[src/rtl/gf_seq_mult_if.sv]
// Operand/product handshake bundle for the sequential GF / integer multiplier.
// The master side (upstream + downstream) drives operands and out_ready;
// the slave side (the multiplier) answers with in_ready, out_valid and product.
interface gf_seq_mult_if #(
  parameter int WIDTH = 32
) ();

  logic                 in_valid;
  logic                 in_ready;
  logic                 carry_option;
  logic [WIDTH-1:0]     a;
  logic [WIDTH-1:0]     b;
  logic                 out_valid;
  logic                 out_ready;
  logic [2*WIDTH-1:0]   product;

  modport master (
    output in_valid,
    output carry_option,
    output a,
    output b,
    output out_ready,
    input  in_ready,
    input  out_valid,
    input  product
  );

  modport slave (
    input  in_valid,
    input  carry_option,
    input  a,
    input  b,
    input  out_ready,
    output in_ready,
    output out_valid,
    output product
  );

endinterface

[src/rtl/gf_seq_mult.sv]
// Iterative shift-and-add multiplier feeding the carry-option adder stage.
// carry_option=1 accumulates with a full add (integer product), 0 with XOR
// (carry-less GF(2)[x] product). One partial product per clock, WIDTH clocks
// per operation, unreduced 2*WIDTH-bit result handed out over valid/ready.
module gf_seq_mult #(
  parameter int WIDTH = 32
) (
  input  logic               clk,
  input  logic               rst,
  gf_seq_mult_if.slave       bus
);

  localparam int PW    = 2 * WIDTH;
  localparam int CNT_W = $clog2(WIDTH);

  // Step counter value of the final shift-and-add step.
  localparam logic [CNT_W-1:0] CNT_LAST = CNT_W'(WIDTH - 1);

  typedef enum logic [1:0] {
    ST_IDLE = 2'd0,
    ST_RUN  = 2'd1,
    ST_DONE = 2'd2
  } state_e;

  // One accumulate: full add in integer mode, XOR in carry-less mode.
  // The integer sum never exceeds 2*WIDTH bits, so the natural wrap is unused.
  function automatic logic [PW-1:0] accumulate(
    input logic [PW-1:0] acc,
    input logic [PW-1:0] addend,
    input logic          mode
  );
    logic [PW-1:0] res;
    if (mode) begin
      res = acc + addend;
    end else begin
      res = acc ^ addend;
    end
    return res;
  endfunction

  state_e            state_q, state_d;
  logic [PW-1:0]     acc_q, acc_d;
  logic [PW-1:0]     a_sh_q, a_sh_d;
  logic [WIDTH-1:0]  b_sh_q, b_sh_d;
  logic              mode_q, mode_d;
  logic [CNT_W-1:0]  cnt_q, cnt_d;
  logic [PW-1:0]     product_q, product_d;
  logic              in_ready_q, in_ready_d;
  logic              out_valid_q, out_valid_d;

  // Accumulator value after the current step (only meaningful in RUN).
  logic [PW-1:0]     step_acc_s;

  // Conditionally add the shifted multiplicand selected by the multiplier LSB.
  always_comb begin
    step_acc_s = acc_q;
    if (b_sh_q[0]) begin
      step_acc_s = accumulate(acc_q, a_sh_q, mode_q);
    end else begin
      step_acc_s = acc_q;
    end
  end

  // Next-state and datapath control: accept in IDLE, step in RUN, hold in DONE.
  always_comb begin
    state_d   = state_q;
    acc_d     = acc_q;
    a_sh_d    = a_sh_q;
    b_sh_d    = b_sh_q;
    mode_d    = mode_q;
    cnt_d     = cnt_q;
    product_d = product_q;

    case (state_q)
      ST_IDLE: begin
        if (bus.in_valid) begin
          acc_d   = {PW{1'b0}};
          a_sh_d  = {{WIDTH{1'b0}}, bus.a};
          b_sh_d  = bus.b;
          mode_d  = bus.carry_option;
          cnt_d   = {CNT_W{1'b0}};
          state_d = ST_RUN;
        end else begin
          state_d = ST_IDLE;
        end
      end

      ST_RUN: begin
        // Operands on the bus are ignored here; only the latched copies matter.
        acc_d  = step_acc_s;
        a_sh_d = a_sh_q << 1;
        b_sh_d = b_sh_q >> 1;
        cnt_d  = cnt_q + CNT_W'(1);
        if (cnt_q == CNT_LAST) begin
          product_d = step_acc_s;
          state_d   = ST_DONE;
        end else begin
          state_d   = ST_RUN;
        end
      end

      ST_DONE: begin
        // Product is held; the downstream stage releases us.
        if (bus.out_ready) begin
          state_d = ST_IDLE;
        end else begin
          state_d = ST_DONE;
        end
      end

      default: begin
        state_d = ST_IDLE;
      end
    endcase
  end

  // Handshake outputs are decoded from the next state so they leave flops.
  always_comb begin
    in_ready_d  = (state_d == ST_IDLE);
    out_valid_d = (state_d == ST_DONE);
  end

  // State and datapath registers; reset aborts any operation in flight.
  always_ff @(posedge clk or posedge rst) begin
    if (rst) begin
      state_q     <= ST_IDLE;
      acc_q       <= {PW{1'b0}};
      a_sh_q      <= {PW{1'b0}};
      b_sh_q      <= {WIDTH{1'b0}};
      mode_q      <= 1'b0;
      cnt_q       <= {CNT_W{1'b0}};
      product_q   <= {PW{1'b0}};
      in_ready_q  <= 1'b1;
      out_valid_q <= 1'b0;
    end else begin
      state_q     <= state_d;
      acc_q       <= acc_d;
      a_sh_q      <= a_sh_d;
      b_sh_q      <= b_sh_d;
      mode_q      <= mode_d;
      cnt_q       <= cnt_d;
      product_q   <= product_d;
      in_ready_q  <= in_ready_d;
      out_valid_q <= out_valid_d;
    end
  end

  assign bus.in_ready  = in_ready_q;
  assign bus.out_valid = out_valid_q;
  assign bus.product   = product_q;

endmodule
[src/flat_wrapper.sv]
// flat-port wrapper written by rule: the top's interface ports become plain ports
module gf_seq_mult_flat 
#(
  parameter int WIDTH = 32
)
  (clk, rst, bus_in_valid, bus_carry_option, bus_a, bus_b, bus_out_ready, bus_in_ready, bus_out_valid, bus_product);
  gf_seq_mult_if #(.WIDTH(WIDTH)) bus_i ();
  input  logic clk;
  input  logic rst;
  input wire logic [$bits(bus_i.in_valid)-1:0] bus_in_valid;
  input wire logic [$bits(bus_i.carry_option)-1:0] bus_carry_option;
  input wire logic [$bits(bus_i.a)-1:0] bus_a;
  input wire logic [$bits(bus_i.b)-1:0] bus_b;
  input wire logic [$bits(bus_i.out_ready)-1:0] bus_out_ready;
  output wire logic [$bits(bus_i.in_ready)-1:0] bus_in_ready;
  output wire logic [$bits(bus_i.out_valid)-1:0] bus_out_valid;
  output wire logic [$bits(bus_i.product)-1:0] bus_product;
  assign bus_i.in_valid = bus_in_valid;
  assign bus_i.carry_option = bus_carry_option;
  assign bus_i.a = bus_a;
  assign bus_i.b = bus_b;
  assign bus_i.out_ready = bus_out_ready;
  assign bus_in_ready = bus_i.in_ready;
  assign bus_out_valid = bus_i.out_valid;
  assign bus_product = bus_i.product;
  gf_seq_mult #(.WIDTH(WIDTH)) u_core (.clk(clk), .rst(rst), .bus(bus_i));
endmodule
[config.mk]
export PLATFORM = sky130hd
export DESIGN_NAME = gf_seq_mult_flat
export DESIGN_NICKNAME = d
export VERILOG_FILES = /design/src/rtl/gf_seq_mult_if.sv /design/src/rtl/gf_seq_mult.sv /design/src/flat_wrapper.sv
export SDC_FILE = /design/constraint.sdc
export NUM_CORES = 1
export LEC_CHECK = 0
export ABC_AREA = 0
export CORE_ASPECT_RATIO = 1.25
export CORE_MARGIN = 5
export CORE_UTILIZATION = 58
export DETAILED_ROUTE_END_ITERATION = 10
export GPL_ROUTABILITY_DRIVEN = 0
export PLACE_DENSITY = 0.79
export SLEW_MARGIN = 20
export SYNTH_ARGS = -nofsm -noshare
export SYNTH_HDL_FRONTEND = slang
export SYNTH_SLANG_ARGS = --single-unit
[constraint.sdc]
create_clock -name clk -period 9.1 [get_ports clk]
set_clock_uncertainty 0.1 [all_clocks]
set_input_delay 1.82 -clock clk [delete_from_list [all_inputs] [get_ports clk]]
set_output_delay 1.82 -clock clk [all_outputs]
set_load 0.1 [all_outputs]
Yosys cells after proc, flatten, opt, wreduce, memory -nomap -nowiden. Cells that the tools add are included.

Output and inout port bits: 66. Input port bits: 69. Logic and storage cells: 37. Flip-flop bits (word level): 234.

Bitwise logic cells: 1. Add/sub/neg operators: 2. Multiplexer cells: 14. Reductions and logical operators: 6. Eq/ne operators: 5.

Operators with widths (count): 64-bit two-way mux (4); 64-bit one-hot mux with 2 select lines (2); 64-bit adder (1); 32-bit one-hot mux with 2 select lines (1); 64-bit XOR (1); 32-bit two-way mux (1); 5-bit one-hot mux with 2 select lines (1); 2-bit one-hot mux with 3 select lines (1); 2-bit AND reduction (3); 5-bit by 1-bit adder with 5-bit output (second input constant) (1); 5-bit equality test (second input constant) (1); 5-bit two-way mux (1); 2-bit equality test (second input constant) (2); 2-bit logical NOT (2); 2-bit two-way mux (2); 2-bit by 1-bit equality test with 1-bit output (second input constant) (1); 2-bit inequality test (second input constant) (1); 2-bit nonzero test (1); 1-bit two-way mux (1).

Longest topological paths before layout. Gate-level depths: netlist of the first run.

Depth in word-level cells: 4. Gate-level depth with buffers: 13.

Least setup slack after synthesis of the first run. Ideal clock, no wire load.

Kind: register to register. Start: reg u_core.a_sh_q[0]. End: reg u_core.product_q[60] (netlist: u_core.bus.product[60]). Data arrival time: 2916 ps. Required time: 8876 ps. Path buffers: 0. Slack: 5961 ps. Setup time: 124 ps. Period minus slack after synthesis: 3139 ps. Stages on the path, launching flop included: 14. Path through: dfrtp_1 -> ha_1 -> inv_1 -> fa_1 -> nor2b_1 -> o211ai_1 -> a21boi_2 -> o211ai_1 -> a2111oi_2 -> nor2_1 -> o31ai_1 -> a31oi_1 -> xnor2_1 -> o221a_1.

Longest elaborated chain between the ends: 3.

Ends and longest elaborated chain: start: declaration (line gf_seq_mult.sv:43) `logic [PW-1:0] a_sh_q, a_sh_d;`; start signal: assignment (line gf_seq_mult.sv:128) `a_sh_q <= {PW{1'b0}};`; start signal: assignment (line gf_seq_mult.sv:138) `a_sh_q <= a_sh_d;`; 64-bit adder (line gf_seq_mult.sv:34) `res = acc + addend;`; 64-bit two-way mux (line gf_seq_mult.sv:33) `if (mode) begin`; 64-bit two-way mux (line gf_seq_mult.sv:57) `if (b_sh_q[0]) begin`; end signal: assignment (line gf_seq_mult.sv:132) `product_q <= {PW{1'b0}};`; end signal: assignment (line gf_seq_mult.sv:142) `product_q <= product_d;`; end: declaration (line gf_seq_mult.sv:47) `logic [PW-1:0] product_q, product_d;`.

No other way between the ends. A chain may end at the register's enable or synchronous reset.

Worst setup path in the final report of the first run.
Start: reg u_core.a_sh_q[0]. End: reg u_core.product_q[52] (netlist: u_core.bus.product[52]).

Same word-level chain as after synthesis.

==> results of run 1 <==
-- critical path, delay by kind of cell, from the launching register on --
kind | cells | cell delay, ps
AND/OR/NAND/NOR | 3 | 570
multiplexers | 1 | 170
AO/OA/AOI/OAI | 6 | 2080
flip-flops | 1 | 430
buffers and inverters | 1 | 60
adder cells (fa/ha/maj) | 2 | 610
-- flip-flops by register name (all words and copies together), names as in the netlist --
| signal | flops |
|---|---|
| u_core.cnt_q | 5 |
| u_core.a_sh_q | 64 |
| u_core.bus.product | 64 |
| u_core.state_q | 2 |
| u_core.bus.in_ready | 1 |
| u_core.mode_q | 1 |
| u_core.bus.out_valid | 1 |
| u_core.acc_q | 64 |
| u_core.b_sh_q | 32 |
-- synth_stat cells, types with 5 or more instances --
library cell	count
nor3b_1	16
o21ai_1	6
nand4_1	25
a21o_1	33
mux2i_1	17
ha_1	65
and3_1	6
nor2_1	75
nand3b_1	7
or3_1	7
o21ai_0	247
buf_1	19
nand3_1	14
clkbuf_1	77
o21a_1	15
nand2_1	247
o31ai_1	7
nor2b_1	17
or2_2	5
a22o_1	45
xor2_1	25
a211o_1	5
a22oi_1	63
o211ai_1	11
o21bai_1	19
nor3_1	8
a211oi_1	5
a21oi_1	138
a31oi_1	10
nand2b_1	7
dfrtp_1	233
inv_1	29
xnor2_1	34
-- through the flow --
step | worst slack (ps) | util
after CTS | 5019 | 0.6827
final | 4964 | 0.6827
after detailed placement | 4731 | 0.6483
after floorplan | 763.7 | -
after global routing | 4760 | 0.6827
after global placement | 4823 | 0.6481
-- final timing paths --
| kind | to | slack (ps) | depth (start not counted) |
|---|---|---|---|
| max | u_core.bus.product[52] | 4960 | 13 |
| min in group asynchronous | u_core.b_sh_q[7] | 1760 | 2 |
| min | u_core.bus.product[19] | 370 | 2 |
| max in group asynchronous | u_core.state_q[0] | 5790 | 3 |
| min reg2reg | u_core.bus.product[19] | 370 | 2 |
| max reg2reg | u_core.bus.product[52] | 4960 | 13 |
-- where the power goes --
part / internal, mW / total (mW) / switching (mW)
Combinational: 1.02 / 3.08 / 2.06
Clock: 0.612 / 1.03 / 0.416
Sequential: 1.43 / 1.76 / 0.329
-- cell families after synthesis --
family	count (synthesis)	synth area share
XOR/XNOR	59	0.03730
multiplexers	19	0.01391
AO/OA/AOI/OAI	639	0.2855
flip-flops	234	0.4227
buffers and inverters	130	0.03585
adder cells (fa/ha/maj)	66	0.06015
AND/OR/NAND/NOR	447	0.1446
-- area by class of cell --
class                      count  share of cell area
clock buffer                  33             0.04247
clock inverter                10            0.007983
inverter                      29            0.007208
multi-input combinational   1230              0.4669
sequential                   234              0.3632
tap                          292             0.02263
timing repair buffer         148             0.08959
-- per-layer routing --
metal,GRT usage,share of wire,vias up
li1,-,-,5902
met1,0.3436,0.40,6058
met2,0.4727,0.49,525
met3,0.03930,0.066,148
met4,0.1205,0.048,0
met5,0,0,-
==> impl_metrics.json, run 1 <==
{
  "worstSetupStartpoint": "u_core.a_sh_q[0]",
  "cp.arrival_ps": 4440,
  "ys_seq_elements": 234,
  "crit_fanout": 4,
  "die_h_um": 182.8,
  "min_period_ps": 4136,
  "whs_ps": 371.7,
  "tns_ps": 0,
  "synthArstFlopShare": 1.000,
  "rsz0062_at_grt": "false",
  "rows": 63,
  "worstHoldStart": "u_core.bus.product[19]",
  "layout_commonest_cell": "o21ai_0",
  "synth_top_cell_area_share": 0.4208,
  "synth.area.top_cells": "dfrtp_1 42%, o21ai_0 8.9%, nand2_1 6.7%",
  "die_area_um2": 27100,
  "crit_path_end_kind": "flip-flop",
  "crit_type": "reg2reg",
  "cap_violations": 0,
  "p_total_mw": 5.865,
  "finalSetupViolCount": 0,
  "fin_cells": 1976,
  "grtUsageTotal": 0.2738,
  "post-route-period-util": 0.4546,
  "via_per_inst": 6.393,
  "p_leak_nw": 6.873,
  "relSlewSlack": 0.2796,
  "core_area_um2": 23650,
  "fmaxAchievable_ghz": 0.2418,
  "routed_wl_mm": 37.49,
  "path_clk_slew_ps": 70,
  "grt_overflow_total": 0,
  "final_cell_area_um2": 16140,
  "dr.pass1.iters": 7,
  "seqCellArea_um2": 5863,
  "cts_buffer_depth": 3,
  "cts.sinks": 234,
  "clock_latency_ps": 520,
  "synth_ff_type": "dfrtp_1",
  "antenna_found_initial": 0,
  "fp.dieW_um": 148.2,
  "grt_pass1_wl_mm": 62.11,
  "routedWlPerCell_um": 18.97,
  "slew_viol_final": 0,
  "r2r-start": "u_core.a_sh_q[0]",
  "synth_area_per_cell_um2": 8.692,
  "antenna_cells_inserted": 0,
  "io_pins": 135,
  "seq_area_frac_synth": 0.4227,
  "grt_max_degree": 119,
  "cts_setup_buffers": 0,
  "critPathSlowestCell": "a2111oi_2",
  "ctsHoldBuffers": 0,
  "tightest_slew_ps": 1081,
  "syn_inst": 1594,
  "h-tree-depth": 1,
  "p_per_area_nw_per_um2": 363.3,
  "drtAntennaViolNets": 0,
  "finalHoldViolCount": 0,
  "portBuffers": 134,
  "initial_core_util": 0.5859,
  "cp_slowest_stage_delay_ps": 630,
  "crit_required_ps": 9400,
  "outcome": "complete, no violations",
  "fill_cells": 1943,
  "place_area_um2": 15330,
  "drtIter0Drc": 1174,
  "synth-warning-count": 0,
  "dp_hpwl_mm": 25.68,
  "via_count": 12630,
  "drc_errors": 0,
  "hold_class": "reg2reg",
  "nNetsFinal": 1802,
  "multi_input_area_um2": 7538,
  "cts_resized": 0,
  "crit_chain": "ha_1, inv_1, fa_1, nor2b_1, o211ai_1, a21boi_2, o211ai_1, a2111oi_2, nor2_1, o21ai_0, nand2_1, mux2i_1, a211o_1",
  "final_cell_mix": "247 x o21ai_0, 245 x nand2_1, 230 x dfrtp_1, 138 x a21oi_1, 134 x clkdlybuf4s50_1",
  "cts_tree": "done",
  "synth_cell_type_count": 68,
  "area_delta_synth_final_pct": 16.53,
  "netlist_area_um2": 13850,
  "final_layout_size_suffix_gt1_frac": 0.04929,
  "cts_root_buf": "clkbuf_16",
  "placedCellCount": 1933,
  "cpMostUsedCell": "o211ai_1",
  "start_kind": "flip-flop",
  "yosysTopAreaCell": "dfrtp_1",
  "grt_pass1_vias": 12690,
  "syn-num-nets": 1729,
  "synth_enable_flop_cells": 0,
  "ir_drop_mv": 0.2259,
  "cts_made_buffers": 24
}
Power figures use the tool's default switching activity.
==> run 2: changes to the inputs <==
--- a/config.mk
+++ b/config.mk
@@ -8,10 +8,10 @@
 export ABC_AREA = 0
 export CORE_ASPECT_RATIO = 1.25
 export CORE_MARGIN = 5
-export CORE_UTILIZATION = 58
+export CORE_UTILIZATION = 53
 export DETAILED_ROUTE_END_ITERATION = 10
 export GPL_ROUTABILITY_DRIVEN = 0
-export PLACE_DENSITY = 0.79
+export PLACE_DENSITY = 0.76
 export SLEW_MARGIN = 20
 export SYNTH_ARGS = -nofsm -noshare
 export SYNTH_HDL_FRONTEND = slang
==> constraint.sdc (replaced) <==
create_clock -name clk -period 3.6 [get_ports clk]
set_clock_uncertainty 0.1 [all_clocks]
set_input_delay 0.72 -clock clk [delete_from_list [all_inputs] [get_ports clk]]
set_output_delay 0.72 -clock clk [all_outputs]
set_load 0.1 [all_outputs]
==> impl_metrics.json, run 2 (synthesis results as in run 1) <==
{
  "outcome": "complete, no violations",
  "grt_overflow_total": 0,
  "fp.dieW_um": 154.6,
  "critPathSlowestCell": "fa_1",
  "routed_wl_mm": 38.99,
  "finalSetupViolCount": 0,
  "rsz0062_at_grt": "true",
  "cp_slowest_stage_delay_ps": 410,
  "fmaxAchievable_ghz": 0.2879,
  "layout_commonest_cell": "o21ai_0",
  "ff2ff_path_depth": 13,
  "cts.sinks": 234,
  "via_per_inst": 6.167,
  "core_area_um2": 25930,
  "crit_required_ps": 3960,
  "final_util": 0.6323,
  "p_leak_nw": 7.131,
  "drtAntennaViolNets": 0,
  "p_per_area_nw_per_um2": 908.5,
  "final_cell_mix": "247 x o21ai_0, 246 x nand2_1, 230 x dfrtp_1, 136 x a21oi_1, 88 x buf_4",
  "path_clk_slew_ps": 60,
  "cp.arrival_ps": 3830,
  "slew_viol_final": 0,
  "final_cell_area_um2": 16400,
  "dr.pass1.iters": 5,
  "final_layout_size_suffix_gt1_frac": 0.1011,
  "drc_errors": 0,
  "die_area_um2": 29490,
  "place_area_um2": 15520,
  "reg2reg_slack_ps": 130,
  "ir_drop_mv": 0.5105,
  "io_pins": 135,
  "crit_type": "reg2reg",
  "routedWlPerCell_um": 19.00,
  "portBuffers": 134,
  "r2r-start": "u_core.acc_q[0]",
  "cpMostUsedCell": "o211ai_1",
  "cap_violations": 0,
  "initial_core_util": 0.5343,
  "hold_path_depth": 2,
  "rows": 66,
  "via_count": 12650,
  "cts_made_buffers": 25,
  "relSlewSlack": 0.2801,
  "grtUsageTotal": 0.2611,
  "nNetsFinal": 1830,
  "cts_buffer_depth": 3,
  "worstSetupStartpoint": "u_core.acc_q[0]",
  "tightest_slew_ps": 1079,
  "grt_pass1_vias": 12910,
  "start_kind": "flip-flop",
  "crit_chain": "ha_1, inv_1, fa_1, nor2b_2, o211ai_1, a21boi_2, o211ai_1, a2111oi_4, nor2_2, o31ai_2, a32oi_1, xnor2_1, o221a_1",
  "die_h_um": 190.8,
  "hold_class": "reg2reg",
  "antenna_found_initial": 0,
  "whs_ps": 377.2,
  "finalHoldViolCount": 0,
  "grt_pass1_wl_mm": 64.40,
  "r2r-end": "u_core.bus.product[56]",
  "crit_path_end_kind": "flip-flop",
  "ctsHoldBuffers": 0,
  "drtIter0Drc": 988,
  "post-route-period-util": 0.9650,
  "worstHoldStart": "u_core.bus.product[45]",
  "clock_latency_ps": 520,
  "grt_max_degree": 116,
  "crit_fanout": 4,
  "cts_tree": "done",
  "antenna_cells_inserted": 0,
  "cts_root_buf": "clkbuf_16",
  "h-tree-depth": 1,
  "area_delta_synth_final_pct": 18.34,
  "dp_hpwl_mm": 27.46,
  "crit_path_end": "u_core.bus.product[56]",
  "min_period_ps": 3474
}
run 2: cell count changes in the layout (fill, tap and decap cells not counted), sizes merged:
cell           before  now
clkinvlp            0    3
bufinv              3    2
buf                14   94
clkbuf             33   34
inv                30   28
clkdlybuf4s50     134   81
run 2: worst min path at each step:
stage,to,slack [ps]
2_1_floorplan,u_core.b_sh_q[10],350
3_3_place_gp,u_core.bus.product[19],350
3_5_place_dp,u_core.bus.product[35],370
4_1_cts,u_core.bus.product[35],380
5_1_grt,u_core.bus.product[45],400
6_report,u_core.bus.product[45],380
run 2: final cells by class:
cell class	instances	area [µm²]
clock buffers	34	699.4
clock inverters	10	108.9
fillers	2230	9534
inverters	29	112.6
multi-input cells	1230	7595
flip-flops and latches	234	5863
well taps	340	425.4
repair buffers	175	1592
run 2: timing repair:
action                                 CTS  global route
setup endpoints to repair                0            31
endpoints found under the hold margin    0             0
setup buffers                            0             2
gates resized for setup                  0            11
run 2: worst max-delay path, delay by kind of cell (launching register included):
family                   cells  cell delay [ps]
AND/OR/NAND/NOR              2              280
flip-flops                   1              370
buffers and inverters        1               60
adder cells (fa/ha/maj)      2              590
XOR/XNOR                     1              280
AO/OA/AOI/OAI                7             1720
run 2: through the flow:
step	worst slack (ps)	cells	power (mW)	TNS (ps)
after global routing	-47.77	2052	15.90	-72.35
after CTS	26.67	2050	14.84	0
after floorplan	-283.1	1594	10.21	-65960
final	126.0	2052	14.90	0
after detailed placement	43.87	2006	12.21	0
after global placement	125.4	2006	12.00	0
run 2: per-layer routing:
layer / GRT usage / part of all wire / vias up / wire length [µm]
li1: - / - / 5978 / -
met1: 0.3240 / 0.41 / 6107 / 15860
met4: 0.1067 / 0.038 / 0 / 1478
met5: 0 / 0 / - / 0
met3: 0.04177 / 0.067 / 111 / 2599
met2: 0.4538 / 0.49 / 458 / 19050
run 2: power by group:
part | internal (mW) | switching, mW
Sequential | 3.61 | 0.867
Combinational | 2.61 | 5.25
Clock | 1.50 | 1.06
